<file path="src/rtl/flo288_iter.sv">
// flo288_iter: walks a 288-bit mask from the highest set bit downwards,
// presenting one bit index per cycle on a valid/ready output stream.
//
// Handshake: an index transfers in any cycle where o_valid=1 and o_ready=1.
// While o_valid=1 and o_ready=0, o_idx, o_valid and o_last stay unchanged.
// o_valid never depends combinationally on o_ready.
module flo288_iter #(
  parameter logic [8:0] NONE = 9'd511
) (
  input  logic         clk,
  input  logic         rst,
  input  logic         ld,
  input  logic [287:0] mask_i,
  input  logic         abort,
  input  logic         o_ready,
  output logic         o_valid,
  output logic [8:0]   o_idx,
  output logic         o_last,
  output logic         busy,
  output logic         done,
  output logic [8:0]   cnt
);

  typedef enum logic [1:0] {
    IDLE = 2'd0,
    SCAN = 2'd1,
    EMIT = 2'd2
  } state_t;

  state_t         state, state_n;
  logic [287:0]   rem, rem_n;
  logic           o_valid_n;
  logic [8:0]     o_idx_n;
  logic           done_n;
  logic [8:0]     cnt_n;

  // Find-last-one split into two 144-bit halves.
  logic [7:0]     lo_idx, hi_idx;
  logic           lo_any, hi_any;
  logic [8:0]     flo_idx;
  logic           rem_zero;
  logic           hs;

  // Highest set bit in each half; ascending scan so the top-most hit wins.
  always_comb begin
    lo_idx = 8'd0;
    hi_idx = 8'd0;
    lo_any = 1'b0;
    hi_any = 1'b0;
    for (int i = 0; i < 144; i++) begin
      if (rem[i]) begin
        lo_idx = 8'(i);
        lo_any = 1'b1;
      end
      if (rem[144 + i]) begin
        hi_idx = 8'(i);
        hi_any = 1'b1;
      end
    end
  end

  // Upper half takes precedence; rem_zero marks an exhausted mask.
  always_comb begin
    flo_idx  = hi_any ? (9'd144 + {1'b0, hi_idx}) : {1'b0, lo_idx};
    rem_zero = ~(lo_any | hi_any);
    hs       = o_valid & o_ready;
  end

  // Next-state and datapath updates for the three-state walker.
  always_comb begin
    state_n   = state;
    rem_n     = rem;
    o_valid_n = o_valid;
    o_idx_n   = o_idx;
    done_n    = 1'b0;
    cnt_n     = cnt;
    case (state)
      IDLE: begin
        // abort outranks ld, and has nothing else to do while idle
        if (ld && !abort) begin
          rem_n   = mask_i;
          cnt_n   = 9'd0;
          state_n = SCAN;
        end
      end
      SCAN: begin
        if (abort) begin
          rem_n     = '0;
          o_valid_n = 1'b0;
          o_idx_n   = NONE;
          state_n   = IDLE;
        end else if (rem_zero) begin
          done_n  = 1'b1;
          state_n = IDLE;
        end else begin
          o_idx_n          = flo_idx;
          rem_n[flo_idx]   = 1'b0;
          o_valid_n        = 1'b1;
          state_n          = EMIT;
        end
      end
      EMIT: begin
        // a handshake coinciding with abort is dropped, cnt untouched
        if (abort) begin
          rem_n     = '0;
          o_valid_n = 1'b0;
          o_idx_n   = NONE;
          state_n   = IDLE;
        end else if (hs) begin
          cnt_n = cnt + 9'd1;
          if (!rem_zero) begin
            o_idx_n        = flo_idx;
            rem_n[flo_idx] = 1'b0;
          end else begin
            o_valid_n = 1'b0;
            o_idx_n   = NONE;
            done_n    = 1'b1;
            state_n   = IDLE;
          end
        end
      end
      default: begin
        rem_n     = '0;
        o_valid_n = 1'b0;
        o_idx_n   = NONE;
        state_n   = IDLE;
      end
    endcase
  end

  // State and datapath registers; rst overrides everything.
  always_ff @(posedge clk) begin
    if (rst) begin
      state   <= IDLE;
      rem     <= '0;
      o_valid <= 1'b0;
      o_idx   <= NONE;
      done    <= 1'b0;
      cnt     <= 9'd0;
    end else begin
      state   <= state_n;
      rem     <= rem_n;
      o_valid <= o_valid_n;
      o_idx   <= o_idx_n;
      done    <= done_n;
      cnt     <= cnt_n;
    end
  end

  // Status flags derived from registered state.
  always_comb begin
    busy   = (state != IDLE);
    o_last = o_valid & rem_zero;
  end

endmodule

</file>
<file path="config.mk">
export PLATFORM = sky130hd
export DESIGN_NAME = flo288_iter
export DESIGN_NICKNAME = d
export VERILOG_FILES = /design/src/rtl/flo288_iter.sv
export SDC_FILE = /design/constraint.sdc
export NUM_CORES = 1
export LEC_CHECK = 0
export BUFFER_PORTS_ARGS = -buffer_cell sky130_fd_sc_hd__buf_4
export CAP_MARGIN = 25
export CELL_PAD_IN_SITES_DETAIL_PLACEMENT = 2
export CELL_PAD_IN_SITES_GLOBAL_PLACEMENT = 2
export CORE_AREA = 4 4 260 236
export CTS_BUF_LIST = sky130_fd_sc_hd__clkbuf_16
export CTS_CLUSTER_DIAMETER = 60
export DETAILED_ROUTE_END_ITERATION = 12
export DIE_AREA = 0 0 264 240
export PLACE_DENSITY = 0.88
export SETUP_SLACK_MARGIN = 0.15
export SLEW_MARGIN = 20
export SYNTH_ARGS = -nofsm -noshare
export SYNTH_HDL_FRONTEND = slang
export SYNTH_SLANG_ARGS = --single-unit
</file>
<file path="constraint.sdc">
create_clock -name clk -period 10.15 [get_ports clk]
set_input_delay 1.015 -clock clk [delete_from_list [all_inputs] [get_ports clk]]
set_output_delay 1.015 -clock clk [all_outputs]
set_load 0.02 [all_outputs]
</file>
==> impl_metrics.toml <==
[min_path]
hold_path.class = "flop to flop"
hp-start = "o_idx[7]"
min_to = "o_idx[7]"
min_path_cells = 1

[logic_synthesis]
async_flop_share = 0
yosysMostFrequentCell = "a21oi_1"
synth_warnings = 0
yosysSeqAreaShare = 0.3339
syn_inst = 2633
synthFlopType = "dfxtp_1"
ys_types = 80
synth_edf_count = 0
synth_area_leader_cell = "dfxtp_1"
yosysTopAreaCellShare = 0.3339
avgSynthCellArea_sq_um = 7.059
synth_commonest_cells = "495 x a21oi_1, 367 x nand2_1, 310 x dfxtp_1"
syn_nets = 2933
syn_area_sq_um = 18590
ys_ff_latch = 310
yosys-top-cells-area = "dfxtp_1 33%, a21oi_1 13%, nand2_1 7.4%, nor2_1 5.3%, nand3_1 4.8%"

[worst_setup_path]
path_class = "flop to output port"
path_buf_inv = 1
endpoint_kind = "output port"
timing.rr.end = "rem[238]"
cpLargestDelayFamily = "simple AND/OR/NAND/NOR gates"
critPathLaunchType = "flop"
crit_required_ns = 9.14
cp_cell_sequence = "nor4_1, nand4_1, nor4_2, nand3_2, nor3_1, and2_1, buf_4"
cp_max_fo = 15
cp.arrival_ns = 5.03
r2r_start = "rem[228]"
r2r_cells = 10
rrSetupSlack_ns = 4.11
critPathMaxStageDelay_ns = 1.07
cp_slowest_cell = "nor3_1"

[detailed_routing]
wl_per_cell_um = 28.45
drt_pass1_iterations = 5
drt-initial-drc-count = 2207
drc = 0
avgViaCountPerCell = 6.379
routed_wl_mm = 104.1
vias = 23350
antenna_left = 0

[pwr]
power.density_nw_per_um2 = 319.0
power.total_uw = 7279
vdd_drop_max_mv = 0.2090
p_leak_uw = 0.008677

[finish]
fillers = 6839
area_delta_synth_final_pct = 22.75
multi_input_area_sq_um = 11530
drive_gt1_frac = 0.1563
final_nets = 3160
seq_area_sq_um = 6206
diodes = 0

[global_routing]
grt.busiest_layer = "met2"
met3_usage = 0.05444
use_met1 = 0.4046
grt_start_max_net_pins = 148
grt_pass1_vias = 24720
antenna_found_initial = 2
grt_overflow = 0
grt_usage = 0.3128
grt_pass1_wl_mm = 155.3
gr-usage-met2 = 0.5179

[clock_tree]
cts_buffers = 41
cts-root-buf = "clkbuf_16"
cts.clk_slew.worst_paths_ns = 0.06
postCtsHoldBufs = 0
clockBufferDepth = 3
cts.sinks = 310
cts_resized = 0
clock_latency_ns = 0.58
cts_setup_buffers = 0
cts_htree_levels = 2
cts_tree = "done"

[die]
dieArea_sq_um = 63360
die_x_um = 264
rows = 84
initial_core_util = 0.3181
die_height_um = 240
core_area_sq_um = 58440
io_pins = 315

[timing]
min_period_ns = 6.045
worstMarginPinSlew_ns = 1.154
min_period_over_period = 0.5956
slew_headroom = 0.2245
maxSlewViolCount = 0
finalSetupViolCount = 0
hold_viol = 0
fmax_mhz = 165.4
skew_ns = 0.02438
rsz0062_at_grt = "false"
fin_setup_tns_ns = 0

[placed_design]
io_buffer_count = 314
hpwlAfterDp_mm = 73.63
gp_congestion = 0.9452

[run]
timing.max_cap.violations = 0

[status]
status = "completed"
==> per-stage QoR <==
step | hold WS (ns) | utilization | worst slack, ns | cells | area, sq um
final | 0.4762 | 0.3904 | 4.105 | 3660 | 22820
after global routing | 0.5154 | 0.3904 | 4.046 | 3660 | 22820
after CTS | 0.4816 | 0.3900 | 3.925 | 3659 | 22790
after detailed placement | 0.4708 | 0.3690 | 3.955 | 3590 | 21560
after global placement | 0.4596 | 0.3679 | 4.427 | 3586 | 21500
after floorplan | 0.4417 | - | 6.329 | 2633 | 18590
==> cells in the final DEF, fill, tap and decap left out, types with 13 or more instances in the layout <==
| master | instances |
|---|---|
| nand2_1 | 367 |
| a21oi_1 | 494 |
| dfxtp_1 | 310 |
| nor2b_1 | 16 |
| o2111ai_1 | 13 |
| nand3_1 | 177 |
| a2bb2oi_1 | 26 |
| or4_1 | 30 |
| o21ai_1 | 82 |
| nor4_1 | 92 |
| o31ai_1 | 13 |
| o311ai_1 | 43 |
| nor2_1 | 257 |
| a31oi_1 | 13 |
| a211oi_1 | 21 |
| nand2b_1 | 19 |
| o21ai_0 | 74 |
| nor3_1 | 47 |
| a32oi_1 | 63 |
| clkbuf_16 | 43 |
| buf_4 | 343 |
| nand4_1 | 27 |
| inv_1 | 68 |
==> where the power goes <==
part	switching, uW	internal (uW)	total (uW)	leakage (uW)
sequential	506	1520	2030	0.00255
combinational	2760	1110	3870	0.00550
clock	596	786	1380	0.000631
total	3860	3410	7280	0.00868
==> per-layer routing <==
layer | up-vias | wire (um)
li1 | 10290 | -
met1 | 11890 | 44390
met2 | 932 | 47850
met3 | 238 | 7111
met4 | 0 | 4786
met5 | - | 0
==> registers in the layout (all words and copies together) (netlist names) <==
register  flops
o_idx         9
o_valid       1
rem         288
state         2
done          1
cnt           9
==> worst register-to-register path, stage by stage, from the launching register on <==
cell and delay, ns:
dfxtp_1 0.35, nor4_1 0.85, nand4_1 0.56, nor4_2 0.71
nand3_2 0.53, a41oi_1 0.85, o31ai_4 0.43, buf_4 0.37
nor2_1 0.80, buf_4 0.38, o21ai_1 0.11
==> kinds of logic after synthesis <==
| logic type | Yosys count | share of synthesized area |
|---|---|---|
| adders and majority gates | 7 | 0.004712 |
| and+or+nand+nor | 1109 | 0.2820 |
| DFF | 310 | 0.3339 |
| xor gates and xnor gates | 6 | 0.002827 |
| buffers and inverters | 222 | 0.05082 |
| AOI/OAI and AO/OA | 972 | 0.3212 |
| muxes | 7 | 0.004510 |
==> final cells by class <==
type | instances | area share
clock buffers | 43 | 0.04716
repair buffers | 348 | 0.1168
clock inverters | 26 | 0.006526
multi-input cells | 2101 | 0.5055
inverters | 58 | 0.009542
flip-flops and latches | 310 | 0.2720
well taps | 774 | 0.04245
==> how the worst max path moves through the flow <==
stage / cells past startpoint / slack (ns) / end / startpoint
after floorplan: 12 / 6.33 / rem[261] / rem[192]
after CTS: 10 / 3.92 / rem[166] / rem[228]
after detailed placement: 10 / 3.96 / rem[172] / rem[228]
final: 7 / 4.11 / o_last / rem[228]
after global routing: 9 / 4.05 / rem[165] / rem[228]
after global placement: 10 / 4.43 / rem[126] / rem[260]
No activity file was read; power rests on OpenSTA's default activity.
